[config.mk]
export PLATFORM = sky130hd
export DESIGN_NAME = ros2_eth_rx_adapter
export DESIGN_NICKNAME = d
export VERILOG_FILES = /design/src/rtl/ros2_eth_rx_adapter.sv
export SDC_FILE = /design/constraint.sdc
export NUM_CORES = 1
export LEC_CHECK = 0
export ABC_CLOCK_PERIOD_IN_PS = 10000
export BUFFER_PORTS_ARGS = -buffer_cell sky130_fd_sc_hd__buf_2
export CORE_AREA = 5 5 176 178
export DETAILED_ROUTE_END_ITERATION = 7
export DIE_AREA = 0 0 181 183
export PLACE_DENSITY = 0.62
export REMOVE_ABC_BUFFERS = 1
export SLEW_MARGIN = 30
export SYNTH_ARGS = -nofsm -noshare
export SYNTH_HDL_FRONTEND = slang
export SYNTH_SLANG_ARGS = --single-unit
[constraint.sdc]
create_clock -name i_clk -period 10 [get_ports i_clk]
set_input_delay 0 -clock i_clk [delete_from_list [all_inputs] [get_ports i_clk]]
set_output_delay 0 -clock i_clk [all_outputs]
set_load 0.1 [all_outputs]
[src/rtl/ros2_eth_rx_adapter.sv]
// Receive-side adapter that turns an IP header/payload stream into a flat byte stream
// for the ROS2 core FIFO. The IPv4 header is re-serialised first, then the payload is trimmed or zero-padded to the IP length.
module ros2_eth_rx_adapter #(
    parameter bit         FILTER_UDP = 1'b1,
    parameter logic [7:0] UDP_PROTO  = 8'd17
) (
    input  logic        i_clk,
    input  logic        i_rst_n,
    input  logic        i_enable,
    input  logic        i_rx_hdr_valid,
    output logic        o_rx_hdr_ready,
    input  logic [5:0]  i_rx_ip_dscp,
    input  logic [1:0]  i_rx_ip_ecn,
    input  logic [15:0] i_rx_ip_length,
    input  logic [15:0] i_rx_ip_identification,
    input  logic [2:0]  i_rx_ip_flags,
    input  logic [12:0] i_rx_ip_fragment_offset,
    input  logic [7:0]  i_rx_ip_ttl,
    input  logic [7:0]  i_rx_ip_protocol,
    input  logic [15:0] i_rx_ip_header_checksum,
    input  logic [31:0] i_rx_ip_source_ip,
    input  logic [31:0] i_rx_ip_dest_ip,
    input  logic        i_rx_payload_tvalid,
    output logic        o_rx_payload_tready,
    input  logic [7:0]  i_rx_payload_tdata,
    input  logic        i_rx_payload_tlast,
    output logic [7:0]  o_dout_data,
    output logic        o_dout_wr_en,
    input  logic        i_dout_full_n,
    output logic [15:0] o_drop_count
);

    localparam logic [2:0] IDLE       = 3'd0;
    localparam logic [2:0] WR_HDR     = 3'd1;
    localparam logic [2:0] WR_PAYLOAD = 3'd2;
    localparam logic [2:0] PAD        = 3'd3;
    localparam logic [2:0] DROP       = 3'd4;

    logic [2:0]  state;
    logic [4:0]  hdr_idx;
    logic [15:0] counter;
    logic [15:0] len;

    logic [5:0]  hdr_dscp;
    logic [1:0]  hdr_ecn;
    logic [15:0] hdr_length;
    logic [15:0] hdr_id;
    logic [2:0]  hdr_flags;
    logic [12:0] hdr_frag;
    logic [7:0]  hdr_ttl;
    logic [7:0]  hdr_proto;
    logic [15:0] hdr_csum;
    logic [31:0] hdr_src;
    logic [31:0] hdr_dst;

    logic        active;
    logic        in_range;
    logic [15:0] cnt_inc;
    logic [15:0] cnt_next;
    logic [7:0]  hdr_byte;
    logic        hdr_take;
    logic        hdr_drop;
    logic        beat_take;

    // Ready outputs must also read zero while reset is held, hence the reset term here.
    assign active    = i_rst_n & i_enable;
    assign in_range  = counter < len;
    assign cnt_inc   = counter + 16'd1;
    assign cnt_next  = in_range ? cnt_inc : counter;
    assign hdr_take  = i_rx_hdr_valid & o_rx_hdr_ready;
    assign beat_take = i_rx_payload_tvalid & o_rx_payload_tready;
    assign hdr_drop  = (i_rx_ip_length < 16'd20) ||
                       (FILTER_UDP && (i_rx_ip_protocol != UDP_PROTO));

    always_comb begin
        hdr_byte = 8'h00;
        case (hdr_idx)
            5'd0:    hdr_byte = 8'h45;
            5'd1:    hdr_byte = {hdr_dscp, hdr_ecn};
            5'd2:    hdr_byte = hdr_length[15:8];
            5'd3:    hdr_byte = hdr_length[7:0];
            5'd4:    hdr_byte = hdr_id[15:8];
            5'd5:    hdr_byte = hdr_id[7:0];
            5'd6:    hdr_byte = {hdr_flags, hdr_frag[12:8]};
            5'd7:    hdr_byte = hdr_frag[7:0];
            5'd8:    hdr_byte = hdr_ttl;
            5'd9:    hdr_byte = hdr_proto;
            5'd10:   hdr_byte = hdr_csum[15:8];
            5'd11:   hdr_byte = hdr_csum[7:0];
            5'd12:   hdr_byte = hdr_src[31:24];
            5'd13:   hdr_byte = hdr_src[23:16];
            5'd14:   hdr_byte = hdr_src[15:8];
            5'd15:   hdr_byte = hdr_src[7:0];
            5'd16:   hdr_byte = hdr_dst[31:24];
            5'd17:   hdr_byte = hdr_dst[23:16];
            5'd18:   hdr_byte = hdr_dst[15:8];
            5'd19:   hdr_byte = hdr_dst[7:0];
            default: hdr_byte = 8'h00;
        endcase
    end

    // Payload beats are only accepted when they can be written in the same cycle,
    // so tready and wr_en share the FIFO-not-full term while inside the IP length.
    always_comb begin
        o_rx_hdr_ready      = 1'b0;
        o_rx_payload_tready = 1'b0;
        o_dout_wr_en        = 1'b0;
        o_dout_data         = 8'h00;
        if (active) begin
            case (state)
                IDLE: o_rx_hdr_ready = 1'b1;
                WR_HDR: begin
                    o_dout_wr_en = i_dout_full_n;
                    o_dout_data  = hdr_byte;
                end
                WR_PAYLOAD: begin
                    if (in_range) begin
                        o_rx_payload_tready = i_dout_full_n;
                        o_dout_wr_en        = i_rx_payload_tvalid & i_dout_full_n;
                        o_dout_data         = i_rx_payload_tdata;
                    end else begin
                        o_rx_payload_tready = 1'b1;
                    end
                end
                PAD:     o_dout_wr_en = in_range & i_dout_full_n;
                DROP:    o_rx_payload_tready = 1'b1;
                default: o_dout_wr_en = 1'b0;
            endcase
        end
    end

    always_ff @(posedge i_clk or negedge i_rst_n) begin
        if (!i_rst_n) begin
            hdr_dscp   <= '0;
            hdr_ecn    <= '0;
            hdr_length <= '0;
            hdr_id     <= '0;
            hdr_flags  <= '0;
            hdr_frag   <= '0;
            hdr_ttl    <= '0;
            hdr_proto  <= '0;
            hdr_csum   <= '0;
            hdr_src    <= '0;
            hdr_dst    <= '0;
        end else if (hdr_take) begin
            hdr_dscp   <= i_rx_ip_dscp;
            hdr_ecn    <= i_rx_ip_ecn;
            hdr_length <= i_rx_ip_length;
            hdr_id     <= i_rx_ip_identification;
            hdr_flags  <= i_rx_ip_flags;
            hdr_frag   <= i_rx_ip_fragment_offset;
            hdr_ttl    <= i_rx_ip_ttl;
            hdr_proto  <= i_rx_ip_protocol;
            hdr_csum   <= i_rx_ip_header_checksum;
            hdr_src    <= i_rx_ip_source_ip;
            hdr_dst    <= i_rx_ip_dest_ip;
        end
    end

    always_ff @(posedge i_clk or negedge i_rst_n) begin
        if (!i_rst_n) begin
            o_drop_count <= '0;
        end else if (hdr_take && hdr_drop && (o_drop_count != 16'hFFFF)) begin
            o_drop_count <= o_drop_count + 16'd1;
        end
    end

    always_ff @(posedge i_clk or negedge i_rst_n) begin
        if (!i_rst_n) begin
            state   <= IDLE;
            hdr_idx <= '0;
            counter <= '0;
            len     <= '0;
        end else if (!i_enable) begin
            state <= IDLE;
        end else begin
            case (state)
                IDLE: begin
                    if (hdr_take) begin
                        hdr_idx <= '0;
                        state   <= hdr_drop ? DROP : WR_HDR;
                    end
                end
                WR_HDR: begin
                    if (i_dout_full_n) begin
                        if (hdr_idx == 5'd19) begin
                            hdr_idx <= '0;
                            len     <= hdr_length - 16'd20;
                            counter <= '0;
                            state   <= WR_PAYLOAD;
                        end else begin
                            hdr_idx <= hdr_idx + 5'd1;
                        end
                    end
                end
                WR_PAYLOAD: begin
                    if (beat_take) begin
                        counter <= cnt_next;
                        if (i_rx_payload_tlast) begin
                            state <= (cnt_next >= len) ? IDLE : PAD;
                        end
                    end
                end
                PAD: begin
                    if (!in_range) begin
                        state <= IDLE;
                    end else if (i_dout_full_n) begin
                        counter <= cnt_inc;
                        if (cnt_inc == len) begin
                            state <= IDLE;
                        end
                    end
                end
                DROP: begin
                    if (i_rx_payload_tvalid && i_rx_payload_tlast) begin
                        state <= IDLE;
                    end
                end
                default: state <= IDLE;
            endcase
        end
    end

endmodule

==> key figures <==
Outcome
  • Status: finished, final reports clean

Logic synthesis
  • Unique masters post-synth: 72
  • Synthesis warning total: 0
  • Sequential fraction of the synthesis area: between 40% and 50%
  • Post-Syn Area: about 0.011 sq mm
  • Yosys reg bits: roughly 210
  • Ys flop type: dfrtp_1
  • Post-synth EDFFs: 0
  • Post-synthesis cell count: ~1400
  • Mapped Avg Cell Area: about 8.5 sq um
  • Fraction of registers with async set/reset: 100%

Critical path
  • WP data arrival: 4900 ps
  • CP cell instances: ha_1, a21oi_1, nor2_1, a2111oi_0, a21oi_1, nor2_2, nand2_1, xnor2_1, ha_1, a21oi_1, o21ai_0, o21ai_0, o21ai_0, nand4_1, o221ai_1, a21boi_1
  • Startpoint types: flop
  • Reg2Reg Setup Slack: 5510 ps
  • CP top delay family: compound AO/OA/AOI/OAI gates
  • Crit Path Max Fanout: 19
  • Largest stage delay, worst path: between 600 and 700 ps
  • CP Capture Type: flop
  • Slowest CP cell: dfrtp_1
  • Worst path buffer plus inverter count: 0
  • CP required: approximately 10000 ps
  • Setup Crit Path Kind: reg -> reg

Clocking
  • CTS tree: done
  • Post CTS Setup Buffer Count: 0
  • Num CTS Buffers: 25
  • Total clock sinks: ~210
  • CTS clock-pin slew for the worst setup and hold paths: about 60 ps
  • Clock latency at the later pin of the worst-skew pair: around 540 ps
  • H-tree depth: 1
  • Clock Path Buffers: 3
  • CTS Root Cell: clkbuf_16

Floorplanning
  • Die area: roughly 0.033 sq mm
  • Core Box Area: ~0.029 sq mm
  • Initial cell density of the core: about two fifths
  • IO Pins: ~190
  • # rows: between 60 and 70
  • Die H: 183 um
  • Die width: roughly 180 um

Placed design
  • Port Buffers: roughly 190
  • GP Congestion: about 0.90
  • Worst slack, placed: 5260 ps
  • Post-DP HPWL: between 20 and 30 mm

Timing
  • Final slew viol count: 0
  • Setup_tns: 0 ps
  • Fmax: between 200 and 250 MHz
  • Final min period: 4490 ps
  • Slew @ Worst Pin: 914 ps
  • Post-Route Skew: between 10 and 15 ps
  • RSZ-0062 raised after global routing: no
  • Final WS setup: 5510 ps
  • Final setup fails: 0
  • Slew headroom: between 30% and 40%
  • Worst Hold Slack: 91.5 ps
  • Hold Fails Final Rpt: 0
  • Fin crit share: between 40% and 50%

GRT
  • First-pass GRT wire length: around 61 mm
  • Initial antenna violation count: 0
  • Largest net degree at the start of global routing: between 100 and 150
  • Global route overflow: 0
  • Vias in the first global route: about 11000
  • GRT Total Usage: between 20% and 30%

Worst hold path
  • Hold WC Path Type: in -> async

Routing
  • DR iter-0 viols: 844
  • Routed Antenna Nets: 0
  • Drt pass-1 iters: 5
  • WL per Instance: 18.4 um
  • Routed WL: roughly 38 mm
  • Drt drc: 0
  • Vias/cell: 5.32
  • DR vias: about 11000

Finish
  • Share of cells above drive strength 1: between 10% and 20%
  • Most frequent cells in the layout: 516 x nand2_1, 208 x dfrtp_1, 192 x buf_2
  • Filler cells: around 2700
  • Antenna Cells: 0
  • Area grow syn2layout: 32.3%
  • Most common cell after layout, fill and taps aside: nand2_1
  • Nets@finish: roughly 1900

Pwr
  • Power Density: approximately 160 mW/mm^2
  • VDD IR-drop max: about 0.13 mV
  • Power Total: 2.49 mW
  • P_leak: approximately 7.3 nW

Flow run
  • Max-Cap Viols: 0
## metal layers
layer	wire length [um]	track usage [%]	share of wire, %	vias to the layer above
li1	-	-	-	5253
met5	0	0	0	-
met2	18200	38.3	48	387
met3	2280	3.33	6.0	70
met4	1170	6.39	3.1	0
met1	16300	30.0	43	5268
## per-stage QoR
step | cells | util, % | cell area [sq um]
2_1_floorplan | 1262 | - | 11100
3_3_place_gp | 1863 | 43.5 | 12700
3_5_place_dp | 1864 | 43.6 | 12700
4_1_cts | 2065 | 51.9 | 15200
5_1_grt | 2065 | 51.9 | 15200
6_report | 2065 | 51.9 | 15200
## sequential cells by signal (all words and copies together) (netlist names), 8 cells and up
name	count
len	16
o_drop_count	16
hdr_id	16
counter	16
hdr_frag	13
hdr_length	16
hdr_proto	8
hdr_src	32
hdr_csum	16
hdr_ttl	8
hdr_dst	32
## cells in the mapped netlist, types with 10 or more instances
| library cell | count | area share, % |
|---|---|---|
| a22o_1 | 31 | 2.4 |
| a21oi_1 | 34 | 1.5 |
| xor2_1 | 11 | 0.84 |
| a31oi_1 | 18 | 0.98 |
| inv_1 | 26 | 0.85 |
| and4_1 | 11 | 0.84 |
| nand2_1 | 516 | 17 |
| nand3_1 | 22 | 0.96 |
| clkbuf_1 | 62 | 2.0 |
| dfrtp_1 | 208 | 45 |
| o21ai_0 | 47 | 2.0 |
| a22oi_1 | 10 | 0.65 |
| a221oi_1 | 28 | 2.1 |
| buf_2 | 16 | 0.70 |
| xnor2_1 | 45 | 3.4 |
| nor2_1 | 37 | 1.2 |
| nand4_1 | 28 | 1.5 |
| and3_1 | 13 | 0.71 |
| ha_1 | 40 | 4.4 |
## final timing paths
check                          startpoint     endpoint  cells past startpoint
max                            counter[5]     state[1]                     16
min                               i_rst_n   hdr_dst[0]                      2
max reg2reg                    counter[5]     state[1]                     16
min reg2reg                   hdr_frag[4]  hdr_frag[4]                      2
max in group asynchronous         i_rst_n       len[5]                      3
min in group i_clk         i_rx_hdr_valid  hdr_dst[17]                      6
## logic make-up (layout without fill, tap and decap cells)
group	Yosys count	after routing	share of synthesized area, %
compound gates	226	226	14.0
xor+xnor	57	57	4.47
fa+ha+maj	40	40	4.36
buf+inv	115	440	4.07
flops	208	208	45.4
mux	5	5	0.458
simple gates	699	699	27.3
## report_power, final
group | switching (mW) | leakage (nW) | internal, mW
logic | 0.255 | 4.24 | 0.172
registers | 0.106 | 2.66 | 0.980
clock network | 0.376 | 0.441 | 0.604
## cell type report
| class | count | area [sq um] | share of cell area, % |
|---|---|---|---|
| clock buffers | 35 | 713 | 4.70 |
| multi-input cells | 1027 | 5830 | 38.4 |
| clock inverters | 11 | 178 | 1.17 |
| inverters | 27 | 101 | 0.667 |
| repair buffers | 367 | 2670 | 17.6 |
| flip-flops and latches | 208 | 5200 | 34.3 |
| well taps | 390 | 488 | 3.21 |
## repair_timing
item                                   4_1_cts  5_1_grt
hold buffers                               155        0
endpoints found under the hold margin      264        0
resized for setup                            0        0
Power figures use the tool's default switching activity.
